**config.mk**
```make
export PLATFORM = sky130hd
export DESIGN_NAME = sensor_input_conditioner
export DESIGN_NICKNAME = d
export VERILOG_FILES = /design/src/rtl/sensor_input_conditioner.sv
export SDC_FILE = /design/constraint.sdc
export NUM_CORES = 1
export LEC_CHECK = 0
export BUFFER_PORTS_ARGS = -buffer_cell sky130_fd_sc_hd__buf_2
export CAP_MARGIN = 20
export CORE_MARGIN = 2
export CORE_UTILIZATION = 45
export CTS_CLUSTER_DIAMETER = 100
export DETAILED_ROUTE_END_ITERATION = 8
export PLACE_DENSITY = 0.65
export SKIP_CTS_REPAIR_TIMING = 1
export SLEW_MARGIN = 40
export SYNTH_ARGS = -nofsm -noshare
export SYNTH_HDL_FRONTEND = slang
export SYNTH_SLANG_ARGS = --single-unit
```
**constraint.sdc**
```tcl
create_clock -name clk -period 2.61 [get_ports clk]
set_input_delay 0.3915 -clock clk [delete_from_list [all_inputs] [get_ports clk]]
set_output_delay 0.3915 -clock clk [all_outputs]
set_load 0.01 [all_outputs]
```
**src/rtl/sensor_input_conditioner.sv**
```systemverilog
// sensor_input_conditioner
// Greenhouse sensor front end. It synchronizes and debounces the raw PMOD sensor
// lines into a clean committed vector, and reports every committed change through
// a valid/ready event port.
//
// Ports
//   clk         master clock
//   rst         asynchronous active-low reset
//   sensor_raw  raw asynchronous sensor lines, bit order {M, L, T, H, S2, S1}
//   sensors     debounced committed sensor levels
//   evt_valid   an unreported change is pending
//   evt_mask    bits committed since the last accepted event
//   evt_ready   consumer accepts the pending event
//   glitch_cnt  saturating count of cycles with a rejected transition
//
// Optional feature macro: SENSOR_GLITCH_COUNT_EN enables the glitch counter.
// Without the macro, glitch_cnt is tied to zero.
module sensor_input_conditioner #(
    parameter int unsigned N_SENSORS       = 6,
    parameter int unsigned DEBOUNCE_CYCLES = 1_000_000
) (
    input  logic                 clk,
    input  logic                 rst,
    input  logic [N_SENSORS-1:0] sensor_raw,
    output logic [N_SENSORS-1:0] sensors,
    output logic                 evt_valid,
    output logic [N_SENSORS-1:0] evt_mask,
    input  logic                 evt_ready,
    output logic [7:0]           glitch_cnt
);

    localparam int unsigned          CNT_W   = $clog2(DEBOUNCE_CYCLES);
    localparam logic [CNT_W-1:0]     CNT_MAX = CNT_W'(DEBOUNCE_CYCLES - 1);

    typedef enum logic {
        ST_IDLE    = 1'b0,
        ST_PENDING = 1'b1
    } state_t;

    logic [N_SENSORS-1:0] r_sync_a;
    logic [N_SENSORS-1:0] r_sync_b;
    logic [N_SENSORS-1:0] r_sync;
    logic [N_SENSORS-1:0] r_sensors;
    logic [CNT_W-1:0]     r_cnt     [N_SENSORS];
    logic [CNT_W-1:0]     w_cnt_nxt [N_SENSORS];
    logic [N_SENSORS-1:0] w_sensors_nxt;
    logic [N_SENSORS-1:0] w_commit;
    state_t               r_state;
    state_t               w_state_nxt;
    logic [N_SENSORS-1:0] r_mask;
    logic [N_SENSORS-1:0] w_mask_nxt;

    // Input pipeline: sync is valid after the third sampling edge, so a raw edge
    // first sampled on edge 0 reaches the debounce compare after edge 2.
    always_ff @(posedge clk or negedge rst) begin
        if (!rst) begin
            r_sync_a <= '0;
            r_sync_b <= '0;
            r_sync   <= '0;
        end else begin
            r_sync_a <= sensor_raw;
            r_sync_b <= r_sync_a;
            r_sync   <= r_sync_b;
        end
    end

    // Per-bit debounce: count cycles of disagreement, commit on the last one.
    always_comb begin
        w_sensors_nxt = r_sensors;
        w_commit      = '0;
        for (int i = 0; i < int'(N_SENSORS); i++) begin
            w_cnt_nxt[i] = '0;
            if (r_sync[i] != r_sensors[i]) begin
                if (r_cnt[i] == CNT_MAX) begin
                    w_sensors_nxt[i] = r_sync[i];
                    w_commit[i]      = 1'b1;
                end else begin
                    w_cnt_nxt[i] = r_cnt[i] + CNT_W'(1);
                end
            end
        end
    end

    always_ff @(posedge clk or negedge rst) begin
        if (!rst) begin
            r_sensors <= '0;
            for (int i = 0; i < int'(N_SENSORS); i++) begin
                r_cnt[i] <= '0;
            end
        end else begin
            r_sensors <= w_sensors_nxt;
            for (int i = 0; i < int'(N_SENSORS); i++) begin
                r_cnt[i] <= w_cnt_nxt[i];
            end
        end
    end

    // Event port state register.
    always_ff @(posedge clk or negedge rst) begin
        if (!rst) begin
            r_state <= ST_IDLE;
            r_mask  <= '0;
        end else begin
            r_state <= w_state_nxt;
            r_mask  <= w_mask_nxt;
        end
    end

    // Event port next state: commits accumulate while the consumer stalls, and an
    // accept that coincides with a commit reloads the mask with only the new bits.
    always_comb begin
        w_state_nxt = r_state;
        w_mask_nxt  = r_mask;
        case (r_state)
            ST_IDLE: begin
                if (|w_commit) begin
                    w_state_nxt = ST_PENDING;
                    w_mask_nxt  = w_commit;
                end
            end
            ST_PENDING: begin
                if (!evt_ready) begin
                    w_mask_nxt = r_mask | w_commit;
                end else if (|w_commit) begin
                    w_mask_nxt = w_commit;
                end else begin
                    w_state_nxt = ST_IDLE;
                    w_mask_nxt  = '0;
                end
            end
            default: begin
                w_state_nxt = ST_IDLE;
                w_mask_nxt  = '0;
            end
        endcase
    end

    assign sensors   = r_sensors;
    assign evt_valid = (r_state == ST_PENDING);
    assign evt_mask  = r_mask;

`ifdef SENSOR_GLITCH_COUNT_EN
    logic [7:0] r_glitch_cnt;
    logic       w_glitch_any;

    // A glitch is a counter dropping back to zero from nonzero without a commit.
    always_comb begin
        w_glitch_any = 1'b0;
        for (int i = 0; i < int'(N_SENSORS); i++) begin
            if ((r_sync[i] == r_sensors[i]) && (r_cnt[i] != '0)) begin
                w_glitch_any = 1'b1;
            end
        end
    end

    // One increment per cycle regardless of how many bits glitched; saturates.
    always_ff @(posedge clk or negedge rst) begin
        if (!rst) begin
            r_glitch_cnt <= 8'd0;
        end else if (w_glitch_any && (r_glitch_cnt != 8'hFF)) begin
            r_glitch_cnt <= r_glitch_cnt + 8'd1;
        end
    end

    assign glitch_cnt = r_glitch_cnt;
`else
    assign glitch_cnt = 8'd0;
`endif

endmodule

```
# Word-level counts from Yosys, hierarchy flattened
# Index checks and enable logic that the tools add are counted.
word_totals:
  register_bits: 151
  word_cells: 76
  inputBits: 9
op_classes:
  eq_ne: 13
  bitwise_logic: 2
  n_mux: 31
  reduce_logical: 7
  n_addsub: 6
ops:
  columns: ["op", "count"]
  rows:
  - ["$mux W20", 12]
  - ["$add A20 B1 Y20 const B", 6]
  - ["$eq A20 B20 Y1 const B", 6]
  - ["$mux W6", 3]
  - ["$mux W1", 14]
  - ["$pmux W6 S2", 1]
  - ["$reduce_and A2 Y1", 6]
  - ["$ne A1 B1 Y1", 6]
  - ["$or A6 B6 Y6", 1]
  - ["$reduce_or A6 Y1", 1]
  - ["$ne A2 B2 Y1 const B", 1]
  - ["$pmux W1 S2", 1]
  - ["$not A1 Y1", 1]

# Logic depth before layout (Yosys ltp)
# Gate-level depths: netlist (run 1).
logic_depth:
  ltp_word: 7
  depth_mapped: 8
  mapped_depth_nobuf: 6

# Worst setup path after synthesis (run 1)
# Ideal clock, no wire load.
synth_path:
  path_kind: "reg2reg"
  from: "register r_cnt[80] in the netlist's numbering"
  to: "register r_state (netlist: evt_valid)"
  arrival_time_ns: 1.940
  path_slack_ns: 0.531
  t_required_ns: 2.471
  setup_ns: 0.139
  n_path_buf: 0
  stages_incl_launch_ff: 7
  path_cell_list: "dfrtp_1 -> ha_1 -> and4_1 -> nand4b_1 -> nor3_1 -> a2111o_1 -> or4b_1"
synth_between:
  elab_chain_len: 7
synth_lines:
  columns: ["item", "line_no", "source"]
  rows:
  - ["start, declared", "44", "logic [CNT_W-1:0] r_cnt [N_SENSORS];"]
  - ["start signal, assigned by index", "93", "r_cnt[i] <= w_cnt_nxt[i];"]
  - ["$eq A20 B20 Y1 (*)", "74", "if (r_cnt[i] == CNT_MAX) begin"]
  - ["$mux W1 (*)", "74", null]
  - ["$mux W1 (*)", "73", "if (r_sync[i] != r_sensors[i]) begin"]
  - ["$reduce_or A6 Y1 (*)", "116, 124", null]
  - ["$mux W1 (*)", "116, 124", null]
  - ["$mux W1", "122", "if (!evt_ready) begin"]
  - ["$pmux W1 S2 (*)", "114", "case (r_state)"]
  - ["named net w_state_nxt", "49", "state_t w_state_nxt;"]
  - ["end signal, assigned", "104", "r_state <= w_state_nxt;"]
  - ["end, declared", "48", "state_t r_state;"]
# The timed path passes the listed nets; every way through them passes the cells marked *.
# A chain may end at the register's enable or synchronous reset.

# Final worst setup path (run 1)
# Same ends and word-level chain as after synthesis.

==> results.sh, run 1 <==
export IMPL_maximum_number_of_pins_on_one_net_before_global_route_repair=57
export IMPL_wl_per_cell_um=13.9
export IMPL_cellPowerDensity_nw_per_um2=621
export IMPL_yosysSeqAreaShare_pct=54.2
export IMPL_clock_root_buffer="clkbuf_16"
export IMPL_synthFlopType="dfrtp_1"
export IMPL_worst_path_max_delay_cell="or4b_1"
export IMPL_fin_total_pwr_mw=4.86
export IMPL_design_core_area_um2=15100
export IMPL_post_route_drc_count=0
export IMPL_grt_overflow=0
export IMPL_n_antenna_cell=0
export IMPL_max_ir_drop_vdd_mv=0.513
export IMPL_yosysWarningCount=0
export IMPL_unrepaired_setup_endpoints_after_global_routing="false"
export IMPL_holdCritPathClass="in2reg"
export IMPL_gp_congestion=0.836
export IMPL_route_final_wire_length_mm=12.7
export IMPL_worst_slew_margin_rel_pct=53.5
export IMPL_static_leakage_power_nw=3.36
export IMPL_clk_pin_slew_ns=0.06
export IMPL_clk_latency_worst_skew_pair_ns=0.42
export IMPL_worstSetupEndpointType="register"
export IMPL_cp_slowest_stage_delay_ns=0.52
export IMPL_tritoncts="done"
export IMPL_crit_path_max_fanout=7
export IMPL_min_period_ns=2.25
export IMPL_finish_utilization_pct=51.7
export IMPL_groute_usage_overall_pct=16.9
export IMPL_design_die_area_um2=16500
export IMPL_io_buffers=21
export IMPL_design_final_nets=733
export IMPL_clock_sink_count=151
export IMPL_route_antenna_remaining_nets=0
export IMPL_worst_clock_skew_ns=0.00831
export IMPL_worstPathCellList="ha_1 -> and4_1 -> nand4b_1 -> nor3_1 -> a2111o_1 -> or4b_1"
export IMPL_fin_area_um2=7830
export IMPL_post_synth_design_cell_area_um2=6970
export IMPL_count_of_state_elements_after_synthesis=151
export IMPL_cts_buffers=17
export IMPL_drt_initial_drc_count=224
export IMPL_worst_path_buf_inv=0
export IMPL_place_area_um2=7280
export IMPL_syn_mean_instance_area_um2=10.2
export IMPL_async_flop_share_pct=100
export IMPL_post_route_cells_drive_above_1_share_pct=9.30
export IMPL_worst_endpoint_arrival_ns=2.54
export IMPL_initial_utilization_pct=46.0
export IMPL_max_cap_viol_count=0
export IMPL_finalSetupTns_ns=0
export IMPL_critPathKind="reg2reg"
export IMPL_report_final_slew_viol_count=0
export IMPL_timing_critical_path_required_ns=2.90
export IMPL_crit_path_start_kind="register"
export IMPL_grt_pass1_wl_mm=22.2
export IMPL_die_height_um=128
export IMPL_number_of_antenna_violations_at_the_first_check_in_global_routing=0
export IMPL_drt_first_pass_iters=4
export IMPL_crit_family="simple AND/OR/NAND/NOR gates"
export IMPL_drt_vias_per_instance=5.24
export IMPL_tightest_slew_ns=0.691
export IMPL_hpwlAfterDp_mm=8.76
export IMPL_first_global_vias=4813
export IMPL_synth_enable_flop_cells=0
export IMPL_design_portCount=30
export IMPL_die_x_um=128
export IMPL_fmax_mhz=445
export IMPL_post_synth_num_cell_types=42
export IMPL_synthesis_instances=685
export IMPL_htree_levels=4
export IMPL_cts_path_max_buffers=2
export IMPL_detailroute_via_count=4812
export IMPL_timing_hold_violations_final=0
export IMPL_most_used_cells_in_the_layout_excluding_fill_and_tap_cells="dfrtp_1, nor2_1, xnor2_1"
export IMPL_layout_commonest_cell="dfrtp_1"
export IMPL_outcome="completed"
export IMPL_synthesis_to_finish_area_growth_pct=12.4
export IMPL_floorplan_rows=45
export IMPL_fin_crit_sh_pct=86.0
export IMPL_timing_final_setup_violations=0
==> area by class of cell <==
class                           instances  area, µm²
Fill cell                            1377       7310
Timing Repair Buffer                   29        186
Inverter                               13       48.8
Clock inverter                          8       73.8
Multi-Input combinational cell        506       3040
Sequential cell                       151       3780
Clock buffer                           24        472
Tap cell                              188        235
==> flip-flops by register name, indices dropped and copies added, names as in the netlist <==
signal	count
r_sync_a	6
evt_mask	6
r_sync_b	6
r_cnt	120
r_sync	6
evt_valid	1
sensors	6
==> worst paths after layout <==
check | from | slack, ns | depth (start not counted) | end
worst max register to register | r_cnt[80]$_DFF_PN0_ | 0.36 | 6 | evt_valid$_DFF_PN0_
max in group asynchronous | rst | 1.42 | 3 | r_cnt[44]$_DFF_PN0_
worst min register to register | r_sync_b[0]$_DFF_PN0_ | 0.35 | 0 | r_sync[0]$_DFF_PN0_
min in group asynchronous | rst | 0.49 | 2 | r_cnt[88]$_DFF_PN0_
worst min-delay path | sensor_raw[4] | 0.07 | 1 | r_sync_a[4]$_DFF_PN0_
worst max-delay path | r_cnt[80]$_DFF_PN0_ | 0.36 | 6 | evt_valid$_DFF_PN0_
==> power by group <==
| group | internal [mW] | switching, mW | leakage [nW] |
|---|---|---|---|
| sequential | 2.39 | 0.0431 | 2.05 |
| clock | 1.35 | 0.911 | 0.264 |
| combinational | 0.0509 | 0.116 | 1.05 |
==> per-stage QoR <==
step	instances	worst slack (ns)	hold WS, ns
after floorplan	692	0.531	0.0959
after CTS	918	0.377	-0.0676
after global routing	919	0.239	0.0565
final	919	0.365	0.0713
after detailed placement	886	0.394	0.335
after global placement	886	0.440	0.332
==> cells in the mapped netlist, types with 2 or more instances <==
cell type / count / area (µm²)
dfrtp_1: 151 / 3780
nor2_1: 145 / 544
xnor2_1: 64 / 561
xor2_1: 51 / 447
nand2_1: 45 / 169
nand3_1: 43 / 215
nand4_1: 27 / 169
nor3_1: 20 / 100
and3_1: 14 / 87.6
and4_1: 14 / 123
inv_1: 13 / 48.8
nor4_1: 11 / 68.8
buf_4: 9 / 67.6
clkbuf_1: 8 / 30.0
nor4b_1: 8 / 70.1
and2_1: 6 / 37.5
ha_1: 6 / 75.1
mux2_2: 6 / 67.6
o21ai_0: 5 / 25.0
a21oi_1: 4 / 20.0
buf_2: 4 / 20.0
or3_1: 4 / 25.0
or2_2: 3 / 18.8
nand2b_1: 2 / 12.5
nand3_2: 2 / 20.0
nand4b_1: 2 / 17.5
nor2b_1: 2 / 12.5
or4_1: 2 / 15.0
==> kinds of logic (layout without fill, tap and decap cells) <==
logic type	Yosys count	after routing	synth area share, %
and+or+nand+nor	358	358	25.5
DFF	151	151	54.2
other	1	8	0.0538
muxes	6	6	0.970
buffers and inverters	35	74	2.55
adders and majority gates	6	6	1.08
xor gates and xnor gates	115	115	14.5
AOI/OAI and AO/OA	13	13	1.15
==> routing by layer <==
layer  vias up  track usage, %  routed length [µm]
met5         -               0                   0
met4         0            7.69                 240
met3        18            3.91                 381
met2        68            27.6                6150
met1      2365            21.5                5960
li1       2361               -                   -
Power figures use the tool's default switching activity.
==> inputs of run 2 (changes only) <==
Settings changed: PLACE_DENSITY 0.65 to 0.68, RECOVER_POWER set to 100.
Clock period 2.61 ns to 1.8 ns, I/O delays scaled along.
==> results.sh, run 2 (synthesized netlist as in run 1, its figures left out) <==
export IMPL_wl_per_cell_um=14.1
export IMPL_htree_levels=4
export IMPL_drt_first_pass_iters=4
export IMPL_detailed_route_wirelength_on_metal2_mm=7.61
export IMPL_fin_crit_sh_pct=110
export IMPL_critPathKind="reg2reg"
export IMPL_layout_commonest_cell="dfrtp_1"
export IMPL_design_final_nets=849
export IMPL_worstSetupEndpointType="register"
export IMPL_cp_slowest_stage_delay_ns=0.47
export IMPL_holdWs_ns=0.283
export IMPL_post_route_cells_drive_above_1_share_pct=25.1
export IMPL_clk_pin_slew_ns=0.06
export IMPL_initial_utilization_pct=46.0
export IMPL_whs_path_depth=4
export IMPL_die_height_um=128
export IMPL_grt_overflow=0
export IMPL_floorplan_rows=45
export IMPL_grt_pass1_wl_mm=23.9
export IMPL_fin_area_um2=9060
export IMPL_design_portCount=30
export IMPL_maximum_number_of_pins_on_one_net_before_global_route_repair=64
export IMPL_largest_register="r_cnt"
export IMPL_crit_family="simple AND/OR/NAND/NOR gates"
export IMPL_fmax_mhz=506
export IMPL_crit_path_max_fanout=2
export IMPL_design_core_area_um2=15100
export IMPL_met3RoutedLength_um=415
export IMPL_cts_buffers=17
export IMPL_post_place_cells=991
export IMPL_tritoncts="done"
export IMPL_unrepaired_setup_endpoints_after_global_routing="true"
export IMPL_gp_congestion=0.866
export IMPL_cellPowerDensity_nw_per_um2=842
export IMPL_place_area_um2=8140
export IMPL_synthesis_to_finish_area_growth_pct=30.1
export IMPL_cts_path_max_buffers=2
export IMPL_timing_final_setup_violations=31
export IMPL_outcome="finished with violations"
export IMPL_post_route_drc_count=0
export IMPL_n_antenna_cell=0
export IMPL_worst_path_max_delay_cell="or4b_1"
export IMPL_drt_initial_drc_count=236
export IMPL_drt_vias_per_instance=5.13
export IMPL_die_x_um=128
export IMPL_final_cell_count_no_fill=1035
export IMPL_number_of_antenna_violations_at_the_first_check_in_global_routing=0
export IMPL_clock_root_buffer="clkbuf_16"
export IMPL_reg2reg_from="r_cnt[60]$_DFF_PN0_"
export IMPL_top_layer="met4"
export IMPL_failing_checks="negative setup slack"
export IMPL_report_final_slew_viol_count=0
export IMPL_worst_endpoint_arrival_ns=2.27
export IMPL_hpwlAfterDp_mm=9.96
export IMPL_max_ir_drop_vdd_mv=0.802
export IMPL_finalWorstSetupSlack_ns=-0.175
export IMPL_tightest_slew_ns=0.859
export IMPL_worst_clock_skew_ns=0.00696
export IMPL_min_from="evt_ready"
export IMPL_route_final_wire_length_mm=14.6
export IMPL_detailroute_via_count=5314
export IMPL_clock_sink_count=151
export IMPL_finish_utilization_pct=59.8
export IMPL_largest_register_ff_count=120
export IMPL_crit_path_start_kind="register"
export IMPL_filler_cell_count=1221
export IMPL_r2r_setup_slack_ns=-0.17
export IMPL_timing_critical_path_required_ns=2.10
export IMPL_worst_path_buf_inv=0
export IMPL_clk_latency_worst_skew_pair_ns=0.43
export IMPL_timing_hold_violations_final=0
export IMPL_met1Wirelength_mm=6.30
export IMPL_worst_r2r_endpoint="evt_valid$_DFF_PN0_"
export IMPL_worstPathCellList="ha_1 -> nand3_4 -> nor4_1 -> and4_4 -> a2111o_1 -> or4b_1"
export IMPL_holdCritPathClass="in2reg"
export IMPL_first_global_vias=5366
export IMPL_design_die_area_um2=16500
export IMPL_min_period_ns=1.97
export IMPL_max_cap_viol_count=0
export IMPL_most_used_cells_in_the_layout_excluding_fill_and_tap_cells="dfrtp_1, nor2_1, buf_4"
export IMPL_io_buffers=21
export IMPL_finalSetupTns_ns=-1.25
export IMPL_hold_path_endpoint="evt_mask[3]$_DFFE_PN0P_"
export IMPL_groute_usage_overall_pct=18.2
export IMPL_ff2ff_path_depth=6
export IMPL_static_leakage_power_nw=3.97
export IMPL_route_antenna_remaining_nets=0
export IMPL_worst_slew_margin_rel_pct=42.7
==> run 2: cell count changes in the layout (fill, tap and decap cells not counted), moves of 5 or more <==
cell | previous run | this run
nor2_1 | 145 | 126
o21ai_2 | 0 | 5
dlygate4sd3_1 | 1 | 7
nor2_4 | 0 | 10
nor4b_2 | 0 | 5
o21ai_0 | 5 | 0
nor4b_1 | 8 | 3
nor3_1 | 20 | 15
clkbuf_1 | 5 | 17
nor2_2 | 0 | 9
buf_2 | 20 | 9
buf_4 | 6 | 101
==> run 2: power by group <==
part	total (mW)	leakage (nW)	switching, mW	internal (mW)
clock	3.75	0.302	1.44	2.31
combinational	0.373	1.62	0.219	0.153
sequential	3.51	2.05	0.0450	3.46
==> run 2: layout make-up <==
type | count | area, µm² | share of cell area (%)
inverters | 13 | 48.8 | 0.538
well taps | 188 | 235 | 2.60
multi-input cells | 507 | 3300 | 36.4
clock inverters | 12 | 164 | 1.81
repair buffers | 144 | 1070 | 11.8
clock buffers | 20 | 467 | 5.15
flip-flops and latches | 151 | 3780 | 41.7
==> run 2: routing by layer <==
layer  GRT usage [%]  vias up
li1                -     2600
met5               0        -
met1            21.4     2608
met2            31.4       80
met4            6.79        0
met3            5.70       26
==> run 2: how the worst max path moves through the flow <==
stage	startpoint	end	cells after the start
2_1_floorplan	r_cnt[80]$_DFF_PN0_	evt_valid$_DFF_PN0_	6
3_3_place_gp	r_cnt[81]$_DFF_PN0_	evt_valid$_DFF_PN0_	6
3_5_place_dp	r_cnt[81]$_DFF_PN0_	evt_valid$_DFF_PN0_	6
4_1_cts	r_cnt[81]$_DFF_PN0_	evt_valid$_DFF_PN0_	6
5_1_grt	r_cnt[81]$_DFF_PN0_	evt_valid$_DFF_PN0_	6
6_report	r_cnt[60]$_DFF_PN0_	evt_valid$_DFF_PN0_	6
==> run 2: stage by stage <==
stage / setup WS, ns / total power [mW]
floorplan: -0.146 / 3.71
global placement: -0.115 / 3.90
detailed placement: -0.166 / 3.92
CTS: -0.185 / 7.67
global route: -0.262 / 7.90
finish: -0.175 / 7.63
==> run 2: worst min-delay path: cells and delay by family <==
kind | cells | cell delay (ns)
AND/OR/NAND/NOR | 2 | 0.21
buffers and inverters | 1 | 0.10
AO/OA/AOI/OAI | 1 | 0.08
==> inputs of run 3 (changes only) <==
Settings changed: CORE_UTILIZATION 45 to 55, PLACE_DENSITY 0.68 to 0.79.
==> results.sh, run 3 (synthesized netlist as in run 1, its figures left out) <==
export IMPL_outcome="finished with violations"
export IMPL_failing_checks="negative setup slack"
export IMPL_clock_sink_count=151
export IMPL_maximum_number_of_pins_on_one_net_before_global_route_repair=53
export IMPL_post_place_ws_ns=-0.142
export IMPL_finalSetupTns_ns=-1.27
export IMPL_reg2reg_from="r_cnt[81]$_DFF_PN0_"
export IMPL_worst_r2r_endpoint="evt_valid$_DFF_PN0_"
export IMPL_part_of_the_total_power_dissipated_in_sequential_elements_pct=49.5
export IMPL_timing_critical_path_required_ns=2.10
export IMPL_sequential_cell_area_um2=3780
export IMPL_critPathKind="reg2reg"
export IMPL_holdCritPathClass="in2reg"
export IMPL_detailroute_via_count=5492
export IMPL_net_switching_power_mw=1.55
export IMPL_worst_clock_skew_ns=0.00647
export IMPL_post_place_cells=973
export IMPL_fin_crit_sh_pct=108
export IMPL_multiInputGateArea_um2=3330
export IMPL_timing_final_setup_violations=32
export IMPL_holdWs_ns=0.241
export IMPL_io_buffers=21
export IMPL_largest_register="r_cnt"
export IMPL_power_share_combinational_pct=5.4
export IMPL_power_share_clock_pct=45.2
export IMPL_grt_pass1_wl_mm=24.8
export IMPL_drt_vias_per_instance=5.41
export IMPL_route_antenna_remaining_nets=0
export IMPL_setup_worst_path_end="evt_valid$_DFF_PN0_"
export IMPL_n_antenna_cell=0
export IMPL_wl_per_cell_um=15.4
export IMPL_met1Wirelength_mm=6.52
export IMPL_max_ir_drop_vdd_mv=0.811
export IMPL_crit_path_start_kind="register"
export IMPL_finalWorstSetupSlack_ns=-0.147
export IMPL_min_period_ns=1.95
export IMPL_groute_usage_overall_pct=23.4
export IMPL_first_global_vias=5488
export IMPL_htree_levels=4
export IMPL_route_final_wire_length_mm=15.7
export IMPL_clk_latency_worst_skew_pair_ns=0.43
export IMPL_crit_path_max_fanout=2
export IMPL_hpwlAfterDp_mm=10.2
export IMPL_cts_buffers=17
export IMPL_initial_utilization_pct=55.7
export IMPL_static_leakage_power_nw=3.93
export IMPL_swShare_pct=21.8
export IMPL_finish_utilization_pct=71.3
export IMPL_max_cap_viol_count=0
export IMPL_grt_overflow=0
export IMPL_internal_power_mw=5.56
export IMPL_worstSetupEndpointType="register"
export IMPL_synthesis_to_finish_area_growth_pct=28.1
export IMPL_largest_register_ff_count=120
export IMPL_fin_area_um2=8930
export IMPL_clock_root_buffer="clkbuf_16"
export IMPL_clk_pin_slew_ns=0.05
export IMPL_design_die_area_um2=13600
export IMPL_fmax_mhz=514
export IMPL_tritoncts="done"
export IMPL_worst_endpoint_arrival_ns=2.24
export IMPL_floorplan_rows=41
export IMPL_die_x_um=117
export IMPL_post_route_cells_drive_above_1_share_pct=24.2
export IMPL_most_used_cells_in_the_layout_excluding_fill_and_tap_cells="dfrtp_1, nor2_1, buf_4"
export IMPL_design_core_area_um2=12500
export IMPL_post_route_drc_count=0
export IMPL_timing_critical_path_from="r_cnt[81]$_DFF_PN0_"
export IMPL_ff2ff_path_depth=6
export IMPL_cts_path_max_buffers=2
export IMPL_unrepaired_setup_endpoints_after_global_routing="true"
export IMPL_tightest_slew_ns=1.34
export IMPL_drt_initial_drc_count=420
export IMPL_filler_cell_count=879
export IMPL_die_height_um=117
export IMPL_met3RoutedLength_um=565
export IMPL_place_area_um2=8080
export IMPL_design_portCount=30
export IMPL_r2r_setup_slack_ns=-0.15
export IMPL_timing_hold_violations_final=0
export IMPL_top_layer="met4"
export IMPL_fin_total_pwr_mw=7.11
export IMPL_worst_slew_margin_rel_pct=10.6
export IMPL_design_final_nets=848
export IMPL_drt_first_pass_iters=5
export IMPL_detailed_route_wirelength_on_metal2_mm=8.22
export IMPL_final_cell_count_no_fill=1015
export IMPL_layout_commonest_cell="dfrtp_1"
export IMPL_number_of_antenna_violations_at_the_first_check_in_global_routing=0
export IMPL_report_final_slew_viol_count=0
export IMPL_gp_congestion=0.842
export IMPL_cellPowerDensity_nw_per_um2=796
## run 3: cell type report
type,instances,share of cell area (%)
Sequential cell,151,42.3
Multi-Input combinational cell,508,37.2
Timing Repair Buffer,142,11.6
Clock buffer,24,5.28
Tap cell,172,2.41
Clock inverter,5,0.561
Inverter,13,0.547
## run 3: metal layers
layer	vias to the layer above	GRT usage (%)
li1	2595	-
met1	2728	28.3
met2	130	40.4
met3	39	5.92
met4	0	8.94
met5	-	0
## run 3: power groups by stage
| stage | Sequential (mW) | Clock, mW | Combinational [mW] |
|---|---|---|---|
| floorplan | 3.58 | 0 | 0.132 |
| global placement | 3.57 | 0 | 0.327 |
| detailed placement | 3.57 | 0 | 0.342 |
| CTS | 3.51 | 3.24 | 0.345 |
| global route | 3.52 | 3.41 | 0.430 |
| finish | 3.52 | 3.21 | 0.381 |
## run 3: worst min-delay path by stage
stage              start                       to  slack (ns)  cells past startpoint
6_report       evt_ready  evt_mask[3]$_DFFE_PN0P_        0.24                      4
5_1_grt        evt_ready  evt_mask[3]$_DFFE_PN0P_        0.29                      4
4_1_cts              rst      r_cnt[84]$_DFF_PN0_       -0.19                      1
3_5_place_dp         rst      r_cnt[87]$_DFF_PN0_        0.25                      1
3_3_place_gp         rst      r_cnt[87]$_DFF_PN0_        0.25                      1
2_1_floorplan        rst  evt_mask[0]$_DFFE_PN0P_       -0.03                      0
## run 3: worst max-delay path: stages, from the launching register on
cell      delay (ns)
dfrtp_1         0.39
ha_2            0.20
and4_1          0.20
nand4b_1        0.13
nor3_2          0.06
a2111o_1        0.38
or4b_1          0.46
